==> config.mk <==
export PLATFORM = sky130hd
export DESIGN_NAME = pipeline_hazard_unit
export DESIGN_NICKNAME = d
export VERILOG_FILES = /design/src/rtl/pipeline_pkg.sv /design/src/rtl/pipeline_hazard_unit_fwd_select.sv /design/src/rtl/pipeline_hazard_unit.sv
export SDC_FILE = /design/constraint.sdc
export NUM_CORES = 1
export LEC_CHECK = 0
export ABC_AREA = 1
export CORE_MARGIN = 3
export CORE_UTILIZATION = 55
export CTS_BUF_LIST = sky130_fd_sc_hd__clkbuf_2
export DETAILED_ROUTE_END_ITERATION = 10
export DONT_BUFFER_PORTS = 1
export PLACE_DENSITY = 0.7
export SETUP_SLACK_MARGIN = 0.3
export SYNTH_ARGS = -nofsm -noshare
export SYNTH_HDL_FRONTEND = slang
export SYNTH_SLANG_ARGS = --single-unit
==> constraint.sdc <==
create_clock -name clk_i -period 3.48 [get_ports clk_i]
set_clock_uncertainty 0.15 [all_clocks]
set_input_delay 0.522 -clock clk_i [delete_from_list [all_inputs] [get_ports clk_i]]
set_output_delay 0.522 -clock clk_i [all_outputs]
set_load 0.05 [all_outputs]
==> src/rtl/pipeline_pkg.sv <==
// Shared encodings for the pipeline hazard controller.
package pipeline_pkg;

  // ALU operand source selects
  localparam logic [1:0] FWD_REG   = 2'b00;
  localparam logic [1:0] FWD_EXMEM = 2'b01;
  localparam logic [1:0] FWD_MEMWB = 2'b10;

  // Multi-cycle EX occupancy tracker
  typedef enum logic {
    IDLE  = 1'b0,
    MULTI = 1'b1
  } hz_state_t;

endpackage

==> src/rtl/pipeline_hazard_unit_fwd_select.sv <==
// One ALU operand's forwarding comparator: the EX/MEM result beats MEM/WB,
// and register 0 is never forwarded.
module fwd_select
  import pipeline_pkg::*;
#(
  parameter int REG_ADDR_W = 5
) (
  input  logic                  i_enable,
  input  logic [REG_ADDR_W-1:0] i_src,
  input  logic [REG_ADDR_W-1:0] i_mem_rd,
  input  logic                  i_mem_regwrite,
  input  logic [REG_ADDR_W-1:0] i_wb_rd,
  input  logic                  i_wb_regwrite,
  output logic [1:0]            o_sel
);

  logic w_mem_hit;
  logic w_wb_hit;

  assign w_mem_hit = i_mem_regwrite && (i_mem_rd != '0) && (i_mem_rd == i_src);
  assign w_wb_hit  = i_wb_regwrite  && (i_wb_rd  != '0) && (i_wb_rd  == i_src);

  // Priority select: newest producer first
  always_comb begin
    o_sel = FWD_REG;
    if (i_enable) begin
      if (w_mem_hit)     o_sel = FWD_EXMEM;
      else if (w_wb_hit) o_sel = FWD_MEMWB;
    end
  end

endmodule

==> src/rtl/pipeline_hazard_unit.sv <==
// Central stall/flush/forward controller for the 5-stage pipeline.
// Priority of pipeline control: multi-cycle stall > flush > load-use > advance.
module pipeline_hazard_unit
  import pipeline_pkg::*;
#(
  parameter int REG_ADDR_W = 5,
  parameter int MULDIV_LAT = 4,
  parameter int CNT_W      = 16
) (
  input  logic                  clk_i,
  input  logic                  rst_i,
  input  logic                  start_i,
  input  logic [REG_ADDR_W-1:0] id_rs_i,
  input  logic [REG_ADDR_W-1:0] id_rt_i,
  input  logic                  id_uses_rt_i,
  input  logic [REG_ADDR_W-1:0] ex_rs_i,
  input  logic [REG_ADDR_W-1:0] ex_rt_i,
  input  logic [REG_ADDR_W-1:0] ex_rd_i,
  input  logic                  ex_memread_i,
  input  logic                  ex_multi_i,
  input  logic [REG_ADDR_W-1:0] mem_rd_i,
  input  logic                  mem_regwrite_i,
  input  logic [REG_ADDR_W-1:0] wb_rd_i,
  input  logic                  wb_regwrite_i,
  input  logic                  branch_taken_i,
  input  logic                  jump_i,
  output logic                  pc_write_o,
  output logic                  ifid_write_o,
  output logic                  ifid_flush_o,
  output logic                  idex_write_o,
  output logic                  idex_bubble_o,
  output logic                  exmem_bubble_o,
  output logic [1:0]            fwd_a_o,
  output logic [1:0]            fwd_b_o,
  output logic                  busy_o,
  output logic [CNT_W-1:0]      stall_cycles_o
);

  localparam int              CW       = $clog2(MULDIV_LAT + 1);
  localparam logic [CW-1:0]   CNT_LOAD = CW'(MULDIV_LAT - 1);
  localparam logic [CW-1:0]   CNT_ONE  = CW'(1);
  localparam bit              MULTI_EN = (MULDIV_LAT > 1);

  hz_state_t        r_state;
  hz_state_t        w_state_nxt;
  logic [CW-1:0]    r_cnt;
  logic [CW-1:0]    w_cnt_nxt;
  logic [CNT_W-1:0] r_stall_cycles;

  logic w_active;
  logic w_multi_stall;
  logic w_load_use;
  logic w_flush_req;

  assign w_active    = !rst_i && start_i;
  assign w_flush_req = branch_taken_i || jump_i;
  assign w_load_use  = ex_memread_i && (ex_rd_i != '0) &&
                       ((ex_rd_i == id_rs_i) || (id_uses_rt_i && (ex_rd_i == id_rt_i)));

  fwd_select #(.REG_ADDR_W(REG_ADDR_W)) u_fwd_a (
    .i_enable      (w_active),
    .i_src         (ex_rs_i),
    .i_mem_rd      (mem_rd_i),
    .i_mem_regwrite(mem_regwrite_i),
    .i_wb_rd       (wb_rd_i),
    .i_wb_regwrite (wb_regwrite_i),
    .o_sel         (fwd_a_o)
  );

  fwd_select #(.REG_ADDR_W(REG_ADDR_W)) u_fwd_b (
    .i_enable      (w_active),
    .i_src         (ex_rt_i),
    .i_mem_rd      (mem_rd_i),
    .i_mem_regwrite(mem_regwrite_i),
    .i_wb_rd       (wb_rd_i),
    .i_wb_regwrite (wb_regwrite_i),
    .o_sel         (fwd_b_o)
  );

  // State and occupancy counter; frozen whenever start_i is low
  always_ff @(posedge clk_i or posedge rst_i) begin
    if (rst_i) begin
      r_state <= IDLE;
      r_cnt   <= '0;
    end else begin
      r_state <= w_state_nxt;
      r_cnt   <= w_cnt_nxt;
    end
  end

  // Next state; the entry cycle stalls too, the final (cnt==1) cycle does not
  always_comb begin
    w_state_nxt   = r_state;
    w_cnt_nxt     = r_cnt;
    w_multi_stall = 1'b0;
    if (start_i) begin
      unique case (r_state)
        IDLE: begin
          if (MULTI_EN && ex_multi_i) begin
            w_state_nxt   = MULTI;
            w_cnt_nxt     = CNT_LOAD;
            w_multi_stall = 1'b1;
          end
        end
        MULTI: begin
          w_cnt_nxt = r_cnt - CNT_ONE;
          if (r_cnt > CNT_ONE) w_multi_stall = 1'b1;
          else                 w_state_nxt   = IDLE;
        end
        default: w_state_nxt = IDLE;
      endcase
    end
  end

  // Pipeline register controls by priority; branch/load-use ignored in MULTI
  always_comb begin
    pc_write_o     = 1'b0;
    ifid_write_o   = 1'b0;
    ifid_flush_o   = 1'b0;
    idex_write_o   = 1'b0;
    idex_bubble_o  = 1'b0;
    exmem_bubble_o = 1'b0;
    if (w_active) begin
      if (w_multi_stall) begin
        exmem_bubble_o = 1'b1;
      end else if ((r_state == IDLE) && w_flush_req) begin
        pc_write_o    = 1'b1;
        ifid_write_o  = 1'b1;
        ifid_flush_o  = 1'b1;
        idex_write_o  = 1'b1;
        idex_bubble_o = 1'b1;
      end else if ((r_state == IDLE) && w_load_use) begin
        idex_write_o  = 1'b1;
        idex_bubble_o = 1'b1;
      end else begin
        pc_write_o   = 1'b1;
        ifid_write_o = 1'b1;
        idex_write_o = 1'b1;
      end
    end
  end

  // Saturating count of stalled run cycles
  always_ff @(posedge clk_i or posedge rst_i) begin
    if (rst_i) begin
      r_stall_cycles <= '0;
    end else if (start_i && !pc_write_o && (r_stall_cycles != '1)) begin
      r_stall_cycles <= r_stall_cycles + 1'b1;
    end
  end

  assign busy_o         = (r_state == MULTI);
  assign stall_cycles_o = r_stall_cycles;

endmodule

==> flow_metrics.env <==
export IMPL_period_share=0.839
export IMPL_die_area_sq_um=3960
export IMPL_grt_max_degree=23
export IMPL_avgSynthCellArea_sq_um=6.68
export IMPL_cts_resized=2
export IMPL_io_buffers=0
export IMPL_grt_pass1_vias=1637
export IMPL_worstSetupEndpointType="output pin"
export IMPL_clkSinkCount=20
export IMPL_synth_area_sq_um=1780
export IMPL_via_count=1677
export IMPL_clkSlewWorstSetupHoldPaths_ns=0.21
export IMPL_seq_area_frac_synth=0.281
export IMPL_overflow=0
export IMPL_ant_nets=0
export IMPL_power_density_nw_per_um2=445
export IMPL_finalHoldViolations=7
export IMPL_period_needed_ns=2.92
export IMPL_clock_path_buffers=2
export IMPL_setup_slack_ns=0.561
export IMPL_via_per_inst=5.21
export IMPL_ios=72
export IMPL_status="complete, but fails checks"
export IMPL_synth_distinct_cells=34
export IMPL_finalSetupTns_ns=0
export IMPL_grt_setup_unrepaired="false"
export IMPL_met3_usage=0.0791
export IMPL_area_delta_synth_final_pct=11.2
export IMPL_cts_max_level=1
export IMPL_wl_mm=4.18
export IMPL_mostFrequentLayoutCells="nand2_1 (81), nor2_1 (27), inv_1 (24)"
export IMPL_gp_congestion=0.843
export IMPL_die_w_um=62.9
export IMPL_core_rowCount=20
export IMPL_cts_tree="done"
export IMPL_yosysTopAreaCell="dfrtp_1"
export IMPL_crit_path_start_kind="flip-flop"
export IMPL_hpwlAfterDp_mm=3.28
export IMPL_final_net_count=327
export IMPL_pre_cts_ws_ns=0.421
export IMPL_first_iter_violations=92
export IMPL_worstSkewPairLatency_ns=0.34
export IMPL_drc=0
export IMPL_worstPathArrival_ns=2.25
export IMPL_violations="hold timing"
export IMPL_critical_path_class="reg -> out"
export IMPL_yosysWarnings=0
export IMPL_grtUsageTotal=0.228
export IMPL_cts_buffers=3
export IMPL_yosys_top_cells_area="dfrtp_1 (28%), nand2_1 (17%), xnor2_1 (10%), nand4_1 (7.4%), nor2_1 (5.9%)"
export IMPL_synthesis_nets=315
export IMPL_cts_setup_buffers=0
export IMPL_worst_hold_path_type="in -> async"
export IMPL_yosysTopAreaCellShare=0.281
export IMPL_drive_gt1_frac=0.137
export IMPL_start_util=0.579
export IMPL_worst_pin_slew_ns=0.729
export IMPL_die_h_um=62.9
export IMPL_r2r_worst_path_cells=10
export IMPL_setup_viol=0
export IMPL_antenna_found_initial=0
export IMPL_dr_pass1_iters=4
export IMPL_core_sq_um=3080
export IMPL_netlist_instances=267
export IMPL_busiest_layer="met2"
export IMPL_final_common_cell="nand2_1"
export IMPL_grt_pass1_wl_mm=7.40
export IMPL_num_fill_cells=294
export IMPL_cp_max_fo=19
export IMPL_met1_usage=0.315
export IMPL_max_slew_margin_rel=0.513
export IMPL_cap_violations=0
export IMPL_use_met2=0.350
export IMPL_ys_ff_latch=20
export IMPL_hold_buffers=0
export IMPL_cts_root_buf="clkbuf_2"
export IMPL_finalMaxSlewViolations=0
export IMPL_hold_ws_ns=-0.00112
export IMPL_wl_per_cell_um=13.0
export IMPL_crit_required_ns=2.81
export IMPL_num_antenna_cells=0
export IMPL_p_leak_nw=0.966
export IMPL_clock_fmax_ghz=0.343
export IMPL_peakVddDrop_mv=0.334
==> cell usage after synthesis (all sizes together) <==
cell type / number
nand2: 83
inv: 33
nor2: 29
nand4: 21
xnor2: 21
dfrtp: 20
nand3: 16
xor2: 8
o21ai: 6
buf: 5
a21oi: 4
ha: 3
nor3: 3
nor4: 3
or2: 3
a221oi: 1
a31o: 1
a31oi: 1
a32o: 1
clkbuf: 1
o211ai: 1
o21bai: 1
o22ai: 1
o41ai: 1
==> layout make-up <==
type,count,area (sq um),share of cell area
multi-input cells,208,1150,0.579
flip-flops and latches,20,502,0.253
inverters,33,124,0.0625
repair buffers,13,110,0.0555
well taps,44,55.1,0.0278
clock inverters,1,30.0,0.0151
clock buffers,3,15.0,0.00757
==> through the flow <==
stage          area, sq um  power (mW)  hold WS, ns  cells   util
2_1_floorplan         1790       0.625        0.316    267      -
3_3_place_gp          1930       0.698        0.354    318  0.626
3_5_place_dp          1930       0.706        0.354    318  0.626
4_1_cts               1980       0.885       0.0363    322  0.643
5_1_grt               1980       0.945       0.0413    322  0.644
6_report              1980       0.882     -0.00112    322  0.644
==> layer usage <==
metal / vias to the layer above / share of wire
li1: 888 / -
met4: 0 / 0.0060
met5: - / 0
met1: 732 / 0.46
met3: 4 / 0.089
met2: 53 / 0.45
==> state kept, by name, indices dropped and copies added, names as in the netlist <==
signal and cells:
r_cnt 3, busy_o 1, stall_cycles_o 16
==> where the power goes <==
part           internal, mW  switching, mW  total (mW)
combinational         0.121          0.243       0.364
clock                0.0991         0.0796       0.179
sequential            0.275         0.0641       0.340
==> worst paths after layout <==
| check | start | end | slack (ns) |
|---|---|---|---|
| hold reg to reg | r_cnt[2] | r_cnt[2] | 0.39 |
| setup reg to reg | stall_cycles_o[0] | stall_cycles_o[13] | 1.11 |
| setup / recovery | busy_o | pc_write_o | 0.56 |
| max in group asynchronous | rst_i | busy_o | 2.69 |
| min in group clk_i | start_i | busy_o | 0.10 |
| hold / removal | rst_i | busy_o | -0.001 |
==> cells by family after synthesis <==
logic type	after synthesis	share of synthesized area
and+or+nand+nor	158	0.402
buffers and inverters	39	0.0898
xor gates and xnor gates	29	0.142
DFF	20	0.281
AOI/OAI and AO/OA	18	0.0639
adders and majority gates	3	0.0211
==> critical path, stage by stage (launching register included) <==
cell and delay, ns:
dfrtp_2 0.62, inv_2 0.11, nor2_1 0.13, a21oi_1 0.16
nor2_4 0.36, nand2_4 0.23, inv_2 0.12, buf_12 0.17
No activity file was read; power rests on OpenSTA's default activity.
==> RTL change 1, RTL diff (same flow settings) <==
`MULDIV_LAT`: 4 -> 8.
--- a/src/rtl/pipeline_hazard_unit.sv
+++ b/src/rtl/pipeline_hazard_unit.sv
@@ -6,3 +6,3 @@
   parameter int REG_ADDR_W = 5,
-  parameter int MULDIV_LAT = 4,
+  parameter int MULDIV_LAT = 8,
   parameter int CNT_W      = 16
Formal check against the unedited RTL: not equivalent (Yosys sat finds a counterexample within 4 cycles, from zero or initial values and one cycle with rst_i high).
==> RTL change 1 against the original RTL <==
  * Synthesized area is 3.9% higher
  * Sequential share of layout area is 1.1 points higher
  * Largest power group is now registers
  * Critical path type unchanged
  * Total power is 11% lower
  * Register-to-register slack worse by 0.08 ns
  * Worst setup slack better by 0.11 ns
  * Routed wire length is 4.3% higher
  * Cell area is 0.44% higher
  * Highest routed layer unchanged
  * Sequential cell count is 1 higher
==> RTL change 1: results (changes against the original RTL) <==
[run_status]
outcome=complete, no violations  ; was finished with violations

[critical_path]
r2r-end=stall_cycles_o[1]  ; was stall_cycles_o[13]
rrSetupSlack_ns=1.03  ; was 1.11 ns
startpoint=r_cnt[0]  ; was busy_o
reg2reg_depth=6  ; was 10
crit_slowest_cell=dfrtp_1  ; was dfrtp_2
rr_startpoint=stall_cycles_o[1]  ; was stall_cycles_o[0]
cp.arrival_ns=2.13  ; was 2.25 ns
endpoint=ifid_write_o  ; was pc_write_o

[power_and_ir_drop]
powerComb_mw=0.306  ; was 0.364 mW
ir_drop_uv=290  ; was 334 uV

[sta]
period_share_pct=80.6  ; was 83.9%
slew_headroom_pct=39.9  ; was 51.3%

[logic_synthesis]
ys_top_cells_by_area=dfrtp_1 28%, nand2_1 16%, xor2_1 9.0%  ; was dfrtp_1 28%, nand2_1 17%, xnor2_1 10%
synth_commonest_cells=79 x nand2_1, 33 x nor2_1, 31 x inv_1, 21 x dfrtp_1  ; was 81 x nand2_1, 28 x nor2_1, 24 x inv_1, 21 x nand4_1, 21 x xnor2_1
synth_fp_nets=324  ; was 315

[route]
via_per_inst=5.35  ; was 5.21
routed_wl_mm=4.36  ; was 4.18 mm
drt_iter0_drc=119  ; was 92

[placement]
dpl-instance-area_um2=1970  ; was 1930 um^2
routabilityCongestion=0.841  ; was 0.843
dpl.hpwl_mm=3.50  ; was 3.28 mm

[grt]
grt_pass1_wl_mm=7.31  ; was 7.40 mm
use_met2_pct=37.2  ; was 35.0%
grt_use_met3_pct=6.33  ; was 7.91%

[clock_tree]
cts_resized=0  ; was 2

## RTL change 1: area by class of cell
type | instances | share of cell area (%)
clock buffers | 3 | 0.754
repair buffers | 11 | 4.15
well taps | 44 | 2.76
multi-input cells | 213 | 58.9
clock inverters | 1 | 0.251
flip-flops and latches | 21 | 26.4
inverters | 36 | 6.78
## RTL change 1: kinds of logic after synthesis
family / Yosys count / synth area share [%]
AO/OA/AOI/OAI: 11 / 3.44
adder cells (fa/ha/maj): 3 / 2.03
AND/OR/NAND/NOR: 167 / 41.8
flip-flops: 21 / 28.4
XOR/XNOR: 32 / 15.1
buffers and inverters: 42 / 9.25
## RTL change 1: layer usage
layer | wire, um | vias to the layer above
li1 | - | 903
met1 | 2020 | 793
met2 | 1970 | 57
met3 | 344 | 6
met4 | 32 | 0
met5 | 0 | -
==> RTL change 2, RTL diff (config.mk and constraints unchanged) <==
Made on the original files. Reset style: synchronous (`rst_i`), changed in 2 clocked blocks.
--- a/src/rtl/pipeline_hazard_unit.sv
+++ b/src/rtl/pipeline_hazard_unit.sv
@@ -80,3 +80,3 @@
   // State and occupancy counter; frozen whenever start_i is low
-  always_ff @(posedge clk_i or posedge rst_i) begin
+  always_ff @(posedge clk_i) begin
     if (rst_i) begin
@@ -143,3 +143,3 @@
   // Saturating count of stalled run cycles
-  always_ff @(posedge clk_i or posedge rst_i) begin
+  always_ff @(posedge clk_i) begin
     if (rst_i) begin
Formal check against the unedited RTL: differs if rst_i is asserted again (counterexample within 4 cycles, from zero or initial values and one cycle with rst_i high); with rst_i held inactive, the same outputs for 10 cycles.
==> RTL change 2 against the original RTL <==
  * Non-clock buffer count grew 1
  * Sequential cell count unchanged
  * First-iteration DRC count increased by 22%
  * Cell count grew 0.93%
  * Worst setup slack improved by 0.071 ns
  * Worst hold slack improved by 0.086 ns
  * Synthesized area decreased by 2.7%
  * Synthesized cell count grew 2.2%
  * Cell area is 5.7% lower
  * Critical path depth is 1 higher
  * Routed wire length down 5.6%
  * Fmax increased by 2.5%
  * Largest cell class unchanged
Power is not compared: it rests on default switching activity, and its combinational part moved more than twofold at a synthesized area within 25%.
==> RTL change 2: results (changes against the original RTL) <==
[grt]
grt_pass1_vias=1494  ; was 1637
grt_util_all_layers_pct=20.1  ; was 22.8%
grt_max_degree=21  ; was 23
grt_pass1_wl_mm=6.71  ; was 7.40 mm

[placement]
dpl-instance-area_um2=1850  ; was 1930 um^2
dpl.hpwl_mm=3.12  ; was 3.28 mm
place_ws_ns=0.734  ; was 0.421 ns

[route]
route.met3.wl_um=258  ; was 372 um
dr.pass1.iters=6  ; was 4
wl_met2_mm=1.80  ; was 1.86 mm
drt_iter0_drc=112  ; was 92
via_per_inst=5.16  ; was 5.21
wl_met1_mm=1.88  ; was 1.92 mm

[clock_tree]
clk_pin_slew_ns=0.19  ; was 0.21 ns
clock_latency_ns=0.32  ; was 0.34 ns

[power_and_ir_drop]
power_mw=0.460

[logic_synthesis]
netlist_area_um2=1740  ; was 1780 um^2
yosysUniqueCellTypes=31  ; was 34
ys_seq_area_share_pct=23.1  ; was 28.1%
async_flop_share_pct=0  ; was 100%
synth_commonest_cells=67 x nand2_1, 35 x inv_1, 29 x nor2_1, 20 x dfxtp_1, 18 x a21oi_1  ; was 81 x nand2_1, 28 x nor2_1, 24 x inv_1, 21 x nand4_1, 21 x xnor2_1
syn_avg_cell_area_um2=6.36  ; was 6.68 um^2

[final_layout]
inverters=35  ; was 33
drive_above_1_share_pct=11.3  ; was 13.7%
fill_cells=274  ; was 294
buffers=14  ; was 13
layout.nets=332  ; was 327
area_share_nonclk_buffers_pct=5.62  ; was 5.55%

[critical_path]
cp_max_fo=17  ; was 19
cp.arrival_ns=2.18  ; was 2.25 ns

[run_status]
outcome=complete, no violations  ; was finished with violations

[hold_path]
hold_class=primary input to flip-flop  ; was primary input to asynchronous set/reset pin

[RTL change 2: repair_timing]
| item | in CTS | in global routing |
|---|---|---|
| resized for setup | 0 | 1 |
| hold buffers | 0 | 0 |
| setup endpoints to repair | 0 | 2 |
[RTL change 2: path summary, 6_finish.rpt]
check | depth (start not counted) | start | to | slack (ns)
worst min-delay path | 1 | rst_i | stall_cycles_o[15] | 0.08
worst max-delay path | 8 | r_cnt[1] | pc_write_o | 0.63
worst min register to register | 2 | r_cnt[0] | r_cnt[0] | 0.40
worst max register to register | 9 | stall_cycles_o[1] | stall_cycles_o[8] | 0.98
[RTL change 2: cell families after synthesis]
| group | synth area share [%] |
|---|---|
| compound gates | 9.37 |
| xor+xnor | 15.6 |
| fa+ha+maj | 2.16 |
| buf+inv | 10.6 |
| flops | 23.1 |
| simple gates | 39.1 |
